## src/rtl/ram_arbiter.sv

```systemverilog
// Shares one single-port sync RAM among NUM_PORTS requesters; grant is same-cycle, RAM strobes one cycle later, read data two.
// Backpressure: an ungranted requester holds its request; lock restricts eligibility to the owner while its lock_i stays high.
module ram_arbiter #(
   parameter int NUM_PORTS = 3,
   parameter int ADDR_W    = 32,
   parameter int DATA_W    = 32,
   parameter int ARB_MODE  = 0
) (
   input  logic                        clk_i,
   input  logic                        rst_i,
   input  logic [NUM_PORTS-1:0]        req_i,
   input  logic [NUM_PORTS-1:0]        we_i,
   input  logic [NUM_PORTS-1:0]        lock_i,
   input  logic [NUM_PORTS*ADDR_W-1:0] addr_i,
   input  logic [NUM_PORTS*DATA_W-1:0] wdata_i,
   output logic [NUM_PORTS-1:0]        gnt_o,
   output logic [NUM_PORTS-1:0]        rvalid_o,
   output logic [DATA_W-1:0]           rdata_o,
   output logic                        ram_en_o,
   output logic                        ram_we_o,
   output logic [ADDR_W-1:0]           ram_addr_o,
   output logic [DATA_W-1:0]           ram_data_o,
   input  logic [DATA_W-1:0]           ram_data_i
);

   localparam int IDX_W = (NUM_PORTS > 1) ? $clog2(NUM_PORTS) : 1;

   typedef enum logic {IDLE, LOCKED} lock_state_t;

   lock_state_t          state;
   logic [IDX_W-1:0]     owner;
   logic [IDX_W-1:0]     last_gnt;
   logic [IDX_W-1:0]     win;
   logic                 win_vld;
   logic                 lock_hold;
   logic [NUM_PORTS-1:0] elig;
   int                   base;
   int                   p;
   logic                 rd1_vld;
   logic                 rd2_vld;
   logic [IDX_W-1:0]     rd1_tag;
   logic [IDX_W-1:0]     rd2_tag;

   // A lock only restricts eligibility in cycles where the owner still asserts lock_i.
   always_comb begin
      lock_hold = (state == LOCKED) && lock_i[owner];
      elig      = req_i;
      if (lock_hold) begin
         elig        = '0;
         elig[owner] = req_i[owner];
      end
   end

   always_comb begin
      win_vld = 1'b0;
      win     = '0;
      p       = 0;
      base    = (ARB_MODE == 1) ? int'(last_gnt) + 1 : 0;
      for (int i = 0; i < NUM_PORTS; i++) begin
         p = (base + i) % NUM_PORTS;
         if (!win_vld && elig[p]) begin
            win_vld = 1'b1;
            win     = IDX_W'(p);
         end
      end
      if (rst_i) win_vld = 1'b0;
   end

   always_comb begin
      gnt_o = '0;
      if (win_vld) gnt_o[win] = 1'b1;
   end

   always_ff @(posedge clk_i) begin
      if (rst_i) begin
         state      <= IDLE;
         owner      <= '0;
         last_gnt   <= IDX_W'(NUM_PORTS - 1);
         ram_en_o   <= 1'b0;
         ram_we_o   <= 1'b0;
         ram_addr_o <= '0;
         ram_data_o <= '0;
         rd1_vld    <= 1'b0;
         rd1_tag    <= '0;
         rd2_vld    <= 1'b0;
         rd2_tag    <= '0;
      end else begin
         ram_en_o <= win_vld;
         ram_we_o <= win_vld && we_i[win];
         rd1_vld  <= win_vld && !we_i[win];
         rd1_tag  <= win;
         rd2_vld  <= rd1_vld;
         rd2_tag  <= rd1_tag;
         if (win_vld) begin
            last_gnt   <= win;
            ram_addr_o <= addr_i[int'(win)*ADDR_W +: ADDR_W];
            ram_data_o <= wdata_i[int'(win)*DATA_W +: DATA_W];
         end
         // A locking winner takes ownership even if a stale lock is being released this cycle.
         if (win_vld && lock_i[win]) begin
            state <= LOCKED;
            owner <= win;
         end else if (!lock_hold) begin
            state <= IDLE;
         end
      end
   end

   always_comb begin
      rvalid_o = '0;
      rdata_o  = '0;
      if (rd2_vld) begin
         rvalid_o[rd2_tag] = 1'b1;
         rdata_o           = ram_data_i;
      end
   end

endmodule

```

## config.mk

```make
export PLATFORM = sky130hd
export DESIGN_NAME = ram_arbiter
export DESIGN_NICKNAME = d
export VERILOG_FILES = /design/src/rtl/ram_arbiter.sv
export SDC_FILE = /design/constraint.sdc
export NUM_CORES = 1
export LEC_CHECK = 0
export CAP_MARGIN = 30
export CORE_AREA = 5 5 127 129
export CTS_BUF_LIST = sky130_fd_sc_hd__clkbuf_4
export DETAILED_ROUTE_END_ITERATION = 12
export DIE_AREA = 0 0 132 134
export PLACE_DENSITY = 0.78
export RECOVER_POWER = 50
export SLEW_MARGIN = 15
export SYNTH_ARGS = -nofsm -noshare
export SYNTH_HDL_FRONTEND = slang
export SYNTH_SLANG_ARGS = --single-unit
```

## constraint.sdc

```tcl
create_clock -name clk_i -period 3.8 [get_ports clk_i]
set_input_delay 1.14 -clock clk_i [delete_from_list [all_inputs] [get_ports clk_i]]
set_output_delay 1.14 -clock clk_i [all_outputs]
set_load 0.02 [all_outputs]
```

* Word level (Yosys, flattened, before mapping)
Index checks and enable logic that the tools add are counted.
** Word-level totals
- Logic and storage cells :: 58
- Flip-flop bits (word level) :: 75
- Output and inout port bits :: 104
- Bits of input ports :: 235
** Operators by class
- Mux-type cells :: 26
- Reductions and logical operators :: 12
- Order comparisons :: 6
- Shift operators :: 2
- Equality and inequality tests :: 1
- Bitwise operators :: 1
** Operator list (count)
- $shiftx A96 B8 Y32 :: 2
- $mux W32 :: 1
- $mux W1 :: 14
- $logic_and A1 B1 Y1 :: 9
- $lt A2 B3 Y1 const B :: 3
- $mux W3 :: 3
- $bmux W1 S2 :: 4
- $demux W1 S2 :: 3
- $ge A2 B1 Y1 const B :: 3
- $and A3 B3 Y3 :: 1
- $logic_not A1 Y1 :: 3
- $mux W2 :: 1
- $ne A2 B1 Y1 const B :: 1

* Depth between registers and ports, before layout
- Depth after elaboration :: 18
- Gate-level depth with buffers :: 10
- Gate-level depth less buffers :: 6

* Worst setup path after synthesis
OpenSTA, ideal clock, no wires.
- Path kind :: input-to-output
- Start :: input port req_i[0]
- End :: output port gnt_o[2]
- Data arrival time :: 2438 ps
- Stages on the path :: 6
- Path buffers :: 2
- Data required time :: 2660 ps
- Path slack :: 222 ps
- Cell sequence :: or2_2 > o21ai_1 > o21ai_2 > buf_2 > buf_2 > nor2_1
** Between the ends
- Longest elaborated chain between the ends :: 16
- Elaborated cells on any way between the ends :: 20
- Classes of those cells :: 2 x order compare; 12 x mux; 1 x bitwise; 5 x reduce/logical
** RTL lines
- start: declaration :: RTL line 11 : input logic [NUM_PORTS-1:0] req_i,
- $bmux W1 S2 :: RTL line 50 : elig[owner] = req_i[owner];
- $mux W1 (implied by the code) :: RTL line 50
- $and A3 B3 Y3 (no line)
- $mux W3 * :: RTL line 48 : if (lock_hold) begin
- $mux W1 :: RTL line 61 : if (!win_vld && elig[p]) begin
- $logic_not A1 Y1 :: RTL line 61
- $logic_and A1 B1 Y1 :: RTL line 61
- $mux W1 :: RTL line 61
- $logic_not A1 Y1 :: RTL line 61
- $logic_and A1 B1 Y1 :: RTL line 61
- $mux W2 :: RTL line 61
- $lt A2 B3 Y1 (implied by the code) or $ge A2 B1 Y1 (tied branches) :: RTL line 71 : if (win_vld) gnt_o[win] = 1'b1;
- $logic_and A1 B1 Y1 (implied by the code) :: RTL line 71
- $mux W1 (implied by the code) :: RTL line 71
- $demux W1 S2 :: RTL line 71
- $mux W3 * :: RTL line 71
- end: declaration :: RTL line 16 : output logic [NUM_PORTS-1:0] gnt_o,
Mark *: on every way between the ends. The rest lies on a longest branch, timed or not. The select of a mux whose other input is x is not followed.

* Final worst setup path
- Start :: input port lock_i[2]
- End :: output port gnt_o[1]
** Between the ends
- Longest elaborated chain between the ends :: 16
- Elaborated cells on any way between the ends :: 20
- Classes of those cells :: 2 x order compare; 12 x mux; 6 x reduce/logical
** RTL lines
- start: declaration :: RTL line 13 : input logic [NUM_PORTS-1:0] lock_i,
- $bmux W1 S2 * :: RTL line 46 : lock_hold = (state == LOCKED) && lock_i[owner];
- $mux W1 (implied by the code) * :: RTL line 46
- $logic_and A1 B1 Y1 * :: RTL line 46
- $mux W3 * :: RTL line 48
- $mux W1 :: RTL line 61
- $logic_not A1 Y1 :: RTL line 61
- $logic_and A1 B1 Y1 :: RTL line 61
- $mux W1 :: RTL line 61
- $logic_not A1 Y1 :: RTL line 61
- $logic_and A1 B1 Y1 :: RTL line 61
- $mux W2 :: RTL line 61
- $lt A2 B3 Y1 (implied by the code) or $ge A2 B1 Y1 (tied branches) :: RTL line 71
- $logic_and A1 B1 Y1 (implied by the code) :: RTL line 71
- $mux W1 (implied by the code) :: RTL line 71
- $demux W1 S2 :: RTL line 71
- $mux W3 * :: RTL line 71
Marked as above.

==> out/summary.md <==
The flow ran to the end, and the final reports show no timing, DRC or antenna violations. The fmax is 273.3 MHz, and the cell area power density is 300.9 nW/um^2. The first detailed-routing pass ran for 4 iterations. Across the routed clock network, the largest skew measured is 0.01996 ns.

The die is 132 um wide. Buffers inserted to repair hold after CTS numbered 0. The core region is 14920 sq um. Excluding fillers, the count of instances in the completed layout stands at 982. Number of rows created at floorplan: 45. The initial cell density of the core is 0.2763, and the maximum vdd ir drop is 0.1507 mV.

The logs give 0.45 ns for the latest clock arrival within the worst-skew pair and 4587 for the via count. The switching share of power is 0.3010. The tools report the overall routed net length as 15510 um. Setup repair after global routing left no endpoint under its margin. The sequential share of power is 0.392, and the area of the die is 17690 sq um. The final setup violation count came out at 0.

The synthesis warning total was 0; the all-layer global routing usage was 0.1643. After detailed routing, the number of vias per cell comes to 4.671. The tree is rooted in a clkbuf_4. The final max-slew violation count is 0. The logs give 0.1545 for the worst-case headroom to the max-slew limit and 962 for the number of cells after detailed placement.

The worst path needs 3.659 ns of the cycle, external delays included. The tools report the clock net sink count as 75. The tools report the post-route cell area as 7785 sq um.

Along the worst path, the maximum fanout reaches 3. The category of the worst setup path capture point was a primary output. The max-cap check violation count is 0. TritonCTS built the clock tree. Hold is met by 0.4546 ns. The average instance in the mapped netlist occupies 9.002 sq um. Data arrival time of the worst path: 2.52 ns. At the pin with the least slew margin, the transition time is 1.268 ns. The element type at the critical path start is a primary input. Internal power comes to 1637 uW.

For the first-pass GRT wire length, the log shows 23480 um. The commonest non-fill, non-tap cell in the layout is clkdlybuf4s50_1. The critical path data required time came out at 2.66 ns. Number of antenna violations at the first check in global routing: 3. The worst hold path belongs to the class flip-flop to flip-flop.

Once detailed placement completed, the half-perimeter wirelength came to 11940 um. The H-tree was split into 3 levels. The number of nets in the synthesized netlist is 693. The analysis attributes to net switching a power of 704.9 uW. The share of final-layout standard cells stronger than drive strength 1 was 0.05696. The area growth from synthesis to layout works out to 88.83%. Buffers added to address setup during post-CTS repair amount to 0. For this run, design rule violations remaining after detail routing come to 0. The leakage power was 0.003211 uW. The fraction of the yosys area taken by sequential cells is 0.3642, and the register clock-pin slew on the reported worst setup and hold paths is 0.11 ns.

Number of buffers on the longest clock path: 2. In the layout the commonest cells are clkdlybuf4s50_1 (268), dfxtp_1 (75), nor2_1 (71), a21oi_1 (67), dlygate4sd3_1 (67). The fraction of the cycle the final worst path needs is 0.9629. The cell area after synthesis was 4123 sq um; the final hold violation count was 0.

Synthesis inferred 75 register bits. The power share of the clock group came out at 0.243. Adding up every negative setup slack in the final design gives 0 ns. For the number of standard cells after synthesis, the log shows 458. The final-stage net count was 1020; the initial detailed-routing violation count was 173. Buffers placed on the I/O ports in this run total 338.

During I/O placement, the number of pins put on the boundary was 339. The die is 134 um tall. The final antenna-violating net count came out at 0. The fraction of power consumed by combinational cells is 0.365. The average wire per standard cell was 15.80 um; the cell area reported after detailed placement was 7652 sq um.

The logs give 9 for the total CTS buffers and 0 for the remaining global-route overflow. Entering global routing, the biggest net connects 71 pins. The worst setup path is of the primary input to primary output kind. The logs give 4505 for the via count of the first global-routing pass and 39 for the distinct cell type count of the synthesized netlist. The congestion estimate from routability-driven global placement came to 0.7697.
[worst max-delay path, cell delays in order]
cell and delay (ns):
clkdlybuf4s50_1 0.45, mux2_4 0.27, nand3_1 0.10, and3_4 0.20, nor2b_1 0.16, buf_2 0.20
[metal layers]
metal  up-vias  track usage  wire (um)
met3        29      0.06752       1589
met5         -            0         11
li1       2310            -          -
met2       217       0.2805       7428
met4         2      0.06343        375
met1      2029       0.1828       6108
[sequential cells by signal, indices dropped and copies added, names as in the netlist]
signal      cells
owner           2
ram_addr_o     32
ram_data_o     32
ram_en_o        1
ram_we_o        1
rd1_tag         2
rd1_vld         1
rd2_tag         2
rd2_vld         1
state           1
[layout make-up]
type / count / area (sq um)
Clock buffer: 11 / 82.58
Antenna cell: 4 / 10.01
Clock inverter: 5 / 76.32
Inverter: 3 / 11.26
Timing Repair Buffer: 357 / 3517
Multi-Input combinational cell: 339 / 2351
Tap cell: 188 / 235.2
Fill cell: 1412 / 7136
Sequential cell: 75 / 1501
[what timing repair did]
item                                    CTS  global route
endpoints found under the setup margin    3             2
pin swaps                                 0             0
resized for setup                         7             2
[final timing paths]
| path | startpoint | to | slack [ns] | depth (start not counted) |
|---|---|---|---|---|
| setup reg to reg | owner[1] | ram_addr_o[8] | 0.84 | 8 |
| setup / recovery | lock_i[2] | gnt_o[1] | 0.14 | 6 |
| hold reg to reg | rd1_tag[0] | rd2_tag[0] | 0.45 | 1 |
| hold / removal | rd1_tag[0] | rd2_tag[0] | 0.45 | 1 |
[synth_stat cells (all sizes together)]
cell / number / share of area
o211a: 2 / 0.0067
nand4: 1 / 0.0015
mux2i: 66 / 0.16
inv: 3 / 0.0027
nor2b: 6 / 0.0091
nor3: 1 / 0.0039
nand4b: 2 / 0.0042
o22a: 1 / 0.0021
buf: 29 / 0.053
a22o: 64 / 0.14
a21oi: 68 / 0.083
nand3: 3 / 0.0036
nand2: 1 / 0.00091
o21ai: 2 / 0.0033
a21bo: 1 / 0.0024
and3: 3 / 0.0046
o211ai: 3 / 0.0067
nor2: 72 / 0.066
and3b: 2 / 0.0042
o41ai: 1 / 0.0039
a21boi: 1 / 0.0018
a31o: 1 / 0.0021
clkbuf: 12 / 0.011
and2: 32 / 0.049
or2: 2 / 0.0030
dfxtp: 75 / 0.36
nor3b: 1 / 0.0018
mux2: 3 / 0.0091
[logic make-up (layout without fill, tap and decap cells)]
group / after synthesis / count (layout) / share of synthesized area
other: 0 / 4 / 0
AND/OR/NAND/NOR: 126 / 126 / 0.1517
buffers and inverters: 44 / 376 / 0.06616
AO/OA/AOI/OAI: 144 / 144 / 0.2486
multiplexers: 69 / 69 / 0.1693
flip-flops: 75 / 75 / 0.3642
[metrics by stage]
| stage | utilization | setup slack [ns] | total power (uW) |
|---|---|---|---|
| finish | 0.5218 | 0.1408 | 2342 |
| global placement | 0.5129 | -0.3300 | 1824 |
| detailed placement | 0.5129 | -0.3526 | 1830 |
| CTS | 0.5238 | 0.01567 | 2411 |
| global route | 0.5218 | 0.05819 | 2470 |
| floorplan | - | 0.2218 | 1342 |
[power groups by stage]
stage	combinational (uW)	clock, uW	sequential [uW]
after floorplan	313	0	1030
after global placement	888	0	936
after detailed placement	893	0	937
after CTS	897	592	922
after global routing	913	626	930
final	854	570	918
Note: power is estimated with default switching activity, not from simulation.
